===== config.mk =====
export PLATFORM = sky130hd
export DESIGN_NAME = sbc_seq
export DESIGN_NICKNAME = d
export VERILOG_FILES = /design/src/rtl/sbc_seq_pkg.sv /design/src/rtl/sbc_seq_slice.sv /design/src/rtl/sbc_seq.sv
export SDC_FILE = /design/constraint.sdc
export NUM_CORES = 1
export LEC_CHECK = 0
export ABC_AREA = 0
export CORE_ASPECT_RATIO = 1.4
export CORE_MARGIN = 5
export CORE_UTILIZATION = 30
export CTS_CLUSTER_DIAMETER = 200
export DETAILED_ROUTE_END_ITERATION = 8
export GPL_TIMING_DRIVEN = 0
export SLEW_MARGIN = 20
export SYNTH_ARGS = -nofsm -noshare
export SYNTH_HDL_FRONTEND = slang
export SYNTH_SLANG_ARGS = --single-unit

===== constraint.sdc =====
create_clock -name CLKIN -period 2.7 [get_ports CLKIN]
set_input_delay 0.81 -clock CLKIN [delete_from_list [all_inputs] [get_ports CLKIN]]
set_output_delay 0.81 -clock CLKIN [all_outputs]
set_load 0.05 [all_outputs]

===== src/rtl/sbc_seq_pkg.sv =====
// Shared definitions for the digit-serial add/subtract-with-carry sequencer.
package sbc_seq_pkg;

    // Sequencer states; encoding is fixed so debug probes can decode it.
    typedef enum logic [1:0] {
        ST_IDLE = 2'd0,
        ST_RUN  = 2'd1,
        ST_DONE = 2'd2
    } state_t;

    // Operation codes on the OP input.
    localparam logic OP_ADD = 1'b0;
    localparam logic OP_SUB = 1'b1;

endpackage


===== src/rtl/sbc_seq_slice.sv =====
// DIGIT-bit ripple adder slice: per bit a 3-input XOR for the sum and a
// carry cell computing majority(I0, I1, CI), chained LSB to MSB.
module sbc_slice #(
    parameter int DIGIT = 2
) (
    input  logic [DIGIT-1:0] I0,
    input  logic [DIGIT-1:0] I1,
    input  logic             CIN,
    output logic [DIGIT-1:0] O,
    output logic             COUT
);

    logic [DIGIT:0] c;

    assign c[0] = CIN;

    for (genvar i = 0; i < DIGIT; i++) begin : g_bit
        assign O[i]   = I0[i] ^ I1[i] ^ c[i];
        assign c[i+1] = (I0[i] & I1[i]) | (c[i] & (I0[i] | I1[i]));
    end

    assign COUT = c[DIGIT];

endmodule


===== src/rtl/sbc_seq.sv =====
// Multi-cycle ADC/SBC sequencer: one shared DIGIT-bit slice is stepped across
// a WIDTH-bit operand pair, LSB digit first, with the inter-digit carry held
// in a register. Request and result sides use valid/ready handshakes.
module sbc_seq
    import sbc_seq_pkg::*;
#(
    parameter int WIDTH = 8,
    parameter int DIGIT = 2
) (
    input  logic             CLKIN,
    input  logic             RESETN,
    input  logic             IN_VALID,
    output logic             IN_READY,
    input  logic             OP,
    input  logic [WIDTH-1:0] A,
    input  logic [WIDTH-1:0] B,
    input  logic             CIN,
    output logic             OUT_VALID,
    input  logic             OUT_READY,
    output logic [WIDTH-1:0] D,
    output logic             COUT
);

    localparam int N  = WIDTH / DIGIT;
    localparam int IW = $clog2(N);

    state_t           state, state_nx;
    logic [WIDTH-1:0] a_q, b_q, d_q;
    logic             op_q;
    logic             carry;
    logic             cout_q;
    logic [IW-1:0]    idx;

    logic             accept;
    logic             step;
    logic             last;

    logic [DIGIT-1:0] a_dig, b_dig, sum;
    logic             slice_cout;

    // Digit operands for the current step; SUB inverts B ahead of the slice.
    assign last  = (idx == IW'(N - 1));
    assign a_dig = a_q[int'(idx) * DIGIT +: DIGIT];
    assign b_dig = (op_q == OP_SUB) ? ~b_q[int'(idx) * DIGIT +: DIGIT]
                                    :  b_q[int'(idx) * DIGIT +: DIGIT];

    sbc_slice #(
        .DIGIT (DIGIT)
    ) u_slice (
        .I0   (a_dig),
        .I1   (b_dig),
        .CIN  (carry),
        .O    (sum),
        .COUT (slice_cout)
    );

    // State register.
    always_ff @(posedge CLKIN or negedge RESETN) begin
        if (!RESETN) state <= ST_IDLE;
        else         state <= state_nx;
    end

    // Next-state decode and handshake outputs.
    always_comb begin
        state_nx  = state;
        IN_READY  = 1'b0;
        OUT_VALID = 1'b0;
        accept    = 1'b0;
        step      = 1'b0;
        case (state)
            ST_IDLE: begin
                IN_READY = 1'b1;
                if (IN_VALID) begin
                    accept   = 1'b1;
                    state_nx = ST_RUN;
                end
            end
            ST_RUN: begin
                step = 1'b1;
                if (last) state_nx = ST_DONE;
            end
            ST_DONE: begin
                OUT_VALID = 1'b1;
                if (OUT_READY) state_nx = ST_IDLE;
            end
            default: state_nx = ST_IDLE;
        endcase
    end

    // Operand capture, per-digit result write-back and carry propagation.
    // The result registers only change in RUN, so they hold through DONE.
    always_ff @(posedge CLKIN or negedge RESETN) begin
        if (!RESETN) begin
            a_q    <= '0;
            b_q    <= '0;
            op_q   <= OP_ADD;
            carry  <= 1'b0;
            idx    <= '0;
            d_q    <= '0;
            cout_q <= 1'b0;
        end else if (accept) begin
            a_q   <= A;
            b_q   <= B;
            op_q  <= OP;
            carry <= CIN;
            idx   <= '0;
        end else if (step) begin
            d_q[int'(idx) * DIGIT +: DIGIT] <= sum;
            carry <= slice_cout;
            if (last) cout_q <= slice_cout;
            else      idx    <= idx + IW'(1);
        end
    end

    assign D    = d_q;
    assign COUT = cout_q;

endmodule


* Yosys cells after proc, flatten, opt, wreduce, memory -nomap -nowiden *
Index checks and enable logic that the tools add are counted.

storage, ports and cells
  bits in registers = 31
  input bits = 22
  word-level logic and storage cells = 57

cells by class
  $add $sub $neg = 2
  eq/ne operators = 7
  shifts and indexed selects = 4
  multiplexer cells = 16
  bitwise logic cells = 14
  reduce and logical (&&, ||, !) cells = 6

operators by type and width
  cell                                                  number
  negator 3 -> 33 bit                                   1
  variable shift 2 x 33 -> 8 bit, first input constant  1
  variable part select 2 x 33 -> 8 bit                  1
  variable part select 8 x 4 -> 2 bit                   2
  two-way mux 2 bit                                     7
  bitwise mux 8 bit                                     1
  != test 2 bit, second input constant                  4
  two-way mux 1 bit                                     7
  case mux 2 bit (3 select lines)                       1
  AND reduction 3 bit                                   2
  bitwise AND 1 bit                                     4
  equality test 2 bit, second input constant            2
  bitwise OR 1 bit                                      4
  AND reduction 2 bit                                   2
  bitwise XOR 1 bit                                     4
  adder 2 x 1 -> 2 bit, second input constant           1
  equality test 2 x 1 -> 1 bit, second input constant   1
  zero test 2 bit                                       1
  inverter 2 bit                                        1
  nonzero test 2 bit                                    1
  inverter 1 bit                                        1

* Logic depth before layout (Yosys ltp) *
  word-level depth = 10
  depth in mapped cells = 7
  mapped depth without buffers = 6

* Hierarchy *
A second synthesis with hierarchy kept.

second synthesis, totals
  cells, all modules = 119
  area total of the unflattened synthesis = 1576.5 um^2

by module, submodules not included
  module     instances  cells an instance  area an instance (um^2)  sequential area each (um^2)
  sbc_seq    1          109                1506.4                   775.7
  sbc_slice  1          10                 70.1                     0.0

* Worst setup path after synthesis *
OpenSTA, ideal clock, no wires.

  path type = reg-to-reg
  from = reg idx[0]
  to = reg d_q[3], in the netlist D[3]
  setup time = 95 ps
  arrival = 2385 ps
  slack = 219 ps
  cell stages (with the launch flop) = 8
  buffers on the path = 1
  period minus slack after synthesis = 2481 ps
  cell sequence = dfrtp_1 -> buf_4 -> mux4_2 -> xor2_1 -> fa_1 -> fa_1 -> nand2b_1 -> o31ai_1

on the way
  longest elaborated chain between the ends = 9
  elaborated cells between the ends (all ways) = 16

RTL lines
  item                                  line                          RTL
  start: declaration                    sbc_seq.sv:32                 logic [IW-1:0] idx;
  start signal: assignment              sbc_seq.sv:111                else idx <= idx + IW'(1);
  variable part select 8 x 4 -> 2 bit   sbc_seq.sv:44, sbc_seq.sv:45
  inverter 2 bit                        sbc_seq.sv:44                 assign b_dig = (op_q == OP_SUB) ? ~b_q[int'(idx) * DIGIT +: DIGIT]
  two-way mux 2 bit                     sbc_seq.sv:44
  bitwise OR 1 bit                      sbc_seq_slice.sv:19           assign c[i+1] = (I0[i] & I1[i]) | (c[i] & (I0[i] | I1[i]));
  bitwise AND 1 bit                     sbc_seq_slice.sv:19
  bitwise OR 1 bit                      sbc_seq_slice.sv:19
  bitwise XOR 1 bit                     sbc_seq_slice.sv:18           assign O[i] = I0[i] ^ I1[i] ^ c[i];
  variable part select 2 x 33 -> 8 bit  sbc_seq.sv:108                d_q[int'(idx) * DIGIT +: DIGIT] <= sum;
  bitwise mux 8 bit *                   sbc_seq.sv:108
  end signal: indexed assignment        sbc_seq.sv:108
  end: declaration                      sbc_seq.sv:28                 logic [WIDTH-1:0] a_q, b_q, d_q;

Every way passes the cells marked *; elsewhere a longest branch is shown, timed or not.
A chain may end at the register's enable or synchronous reset.

* Worst setup path in the final report *
Same ends and word-level chain as after synthesis.

==> summary.txt <==
Timing
  • Slew HR: about 55%
  • Worst-Margin Slew: 0.678 ns
  • Max Slew Vio Count: 0
  • TNS Setup: 0 ns
  • Fin. Hold Viols: 0
  • Final period utilization: 95.6%
  • Skew final: 0.00484 ns
  • F_max: a little under 0.4 GHz
  • Hold WS: ~0.47 ns
  • Final setup viols: 0
  • Final Critical Period: 2.58 ns

Yosys
  • Mapped Area: between 1500 and 2000 sq um
  • Synth top area share: about half
  • Top-count cell post-synth: dfrtp_1
  • Post-synth net total: between 100 and 150
  • Yosys top cell by area: dfrtp_1
  • Ys async rst share: 100%
  • Warnings, synthesis: 0
  • Cell count after synthesis: between 100 and 150
  • Register area share after synthesis: 49.4%
  • Top post-synthesis cells by count: 31 x dfrtp_1, 10 x mux2_4, 9 x mux2_2, 9 x nand2_1, 7 x o31ai_1
  • Top cells by area, synth: dfrtp_1 49%, mux2_4 9.6%, mux2_2 6.5%
  • Avg Cell Area, Syn: between 10 and 15 sq um
  • Synth Register Bits: 31
  • Synth Flop Type: dfrtp_1
  • Unique masters post-synth: 27
  • Number of synthesized flops with an enable pin: 0

Setup path
  • CP max-delay cell: fa_1
  • Worst setup SP type: flop
  • Worst R2R Setup Slack: between 0.1 and 0.15 ns
  • CP startpoint: idx[0]
  • CP Class: reg2reg
  • Worst path buffer plus inverter count: 1
  • CP endpoint: D[3]
  • FF-to-FF path depth: 7
  • Reg2reg start: idx[0]
  • Worst EP required: roughly 2.9 ns
  • Top delay family on crit path: adder cells
  • Worst R2R End: D[3]
  • Maximum fanout along the worst path: 9
  • CP most frequent cell: fa_1
  • Critical path endpoint category: flop
  • Slowest stage delay, CP: 0.53 ns
  • CP Depth: 7
  • Critical-path cell list: buf_6, mux4_2, xor2_1, fa_1, fa_1, nand2b_1, o31ai_1
  • Critical Path AT: about 2.8 ns

Cells and area
  • Core Util, Final: approximately two fifths
  • Nets: between 150 and 200
  • Non-Filler Instances: ~220
  • Reg area: a little under 800 sq um
  • Fillers: 540
  • N_diodes: 0
  • Area Overhead vs Synth: 31.3%
  • Fraction of layout cells with a size suffix above 1: roughly a quarter
  • Area of the multi-input gates: around 740 sq um

Clock network
  • Worst skew pair latency: between 0.2 and 0.3 ns
  • Clock Tree Root: clkbuf_8
  • Clock H-tree levels: 2
  • CTS tree: done
  • Hold_buf cts: 0
  • Bufs on Longest Clock Path: 2
  • Worst-path clk slew: 0.06 ns
  • # clock sinks: 31
  • Total CTS buffers: 5

Placed design
  • Dpl cells: 210
  • Routability Congestion: 0.750
  • Port-buffer cells: 32
  • Hpwl dp: 2380 microns

Detailed routing
  • Final WL: ~3000 microns
  • Starting DRC count in detailed routing: between 40 and 50
  • DRC viols: 0
  • Post-DRT Antenna Nets: 0
  • Via-to-Cell Ratio: 4.60
  • Detailed Routing Iterations Pass 1: 2
  • Via Count: between 1000 and 1500
  • Wire per inst: 13.8 microns

Floorplanning
  • DIE WIDTH: just over 70 microns
  • Initial Utilization: 30.7%
  • Boundary pin count: 33
  • # rows: 31
  • DIE HEIGHT: between 90 and 100 microns
  • Full die area: just under 7000 sq um
  • Floorplan core area: between 5000 and 6000 sq um

Global route
  • First-pass GRT wire length: 5130 microns
  • Total global routing overflow: 0
  • Largest net degree at the start of global routing: 32
  • Vias in the first global route: around 1100
  • Initial antenna violation count: 0
  • Tot GR Track Use: between 9 and 10%

Run status
  • Outcome: completed

Power
  • LEAKAGE: 0.898 nW
  • Peak supply drop: 0.318 mV
  • P per Cell Area: roughly 1300 nW/um^2

Min path
  • Hold Path Class: reg2reg

Job
  • Max-Cap Viols: 0
[worst reg2reg max path, cell delays in order (launching register included)]
cell and delay [ns]:
dfrtp_1 0.37, buf_6 0.16, mux4_2 0.51, xor2_1 0.17
fa_1 0.38, fa_1 0.53, nand2b_1 0.11, o31ai_1 0.26
[metrics by stage]
stage / power (mW) / setup slack [ns] / cell area (sq um)
floorplan: 1.96 / 0.219 / 1570
global placement: 2.32 / 0.0712 / 1970
detailed placement: 2.36 / -0.00153 / 1970
CTS: 2.71 / 0.00580 / 2050
global route: 2.90 / -0.00223 / 2060
finish: 2.67 / 0.120 / 2060
[layout make-up]
type	instances	share of cell area, %
repair buffers	33	15.9
clock inverters	1	0.243
inverters	3	0.546
flip-flops and latches	31	37.6
clock buffers	7	3.70
multi-input cells	73	35.7
plain buffers	4	2.31
well taps	66	4.00
[registers in the layout (all words and copies together) (netlist names)]
signal	cells
idx	2
b_q	8
COUT	1
op_q	1
D	8
state	2
carry	1
a_q	8
[cell families after synthesis]
logic type / Yosys count / share of synthesized area [%]
DFF: 31 / 49.4
muxes: 23 / 21.8
and+or+nand+nor: 23 / 8.69
AOI/OAI and AO/OA: 17 / 7.97
buffers and inverters: 8 / 3.74
adders and majority gates: 8 / 7.33
xor gates and xnor gates: 2 / 1.12
[layer usage]
metal	global-route usage (%)	up-vias	wire length, microns	part of all wire, %
met1	10.2	488	1150	38
met5	0	-	0	0
li1	-	481	-	-
met4	4.39	0	73	2.4
met2	17.6	26	1600	53
met3	4.22	7	171	5.7
[timing repair]
action	4_1_cts	5_1_grt
resized for setup	1	2
buffers inserted	0	1
endpoints found under the setup margin	1	5
[power by group]
group / total, mW / internal, mW / switching [mW]
Combinational: 1.50 / 0.735 / 0.768
Clock: 0.337 / 0.180 / 0.157
Sequential: 0.827 / 0.684 / 0.143
[worst min path at each step]
stage / start / endpoint / depth (start not counted)
6_report: D[6] / D[6] / 2
5_1_grt: D[6] / D[6] / 2
3_3_place_gp: D[3] / D[3] / 2
4_1_cts: D[6] / D[6] / 2
3_5_place_dp: D[6] / D[6] / 2
2_1_floorplan: a_q[7] / a_q[7] / 1
[layout by cell type, fill, tap and decap left out, types with 3 or more instances in the layout]
cell             instances
a22o_1                   5
nand2b_1                 3
o31ai_1                  7
mux2_4                  10
dfrtp_1                 31
mux4_2                   4
ha_1                     6
nand3b_1                 4
clkbuf_8                 5
nor2_1                   3
inv_1                    3
mux2_2                   9
clkdlybuf4s50_1         29
nand2_1                  9
Power figures use the tool's default switching activity.
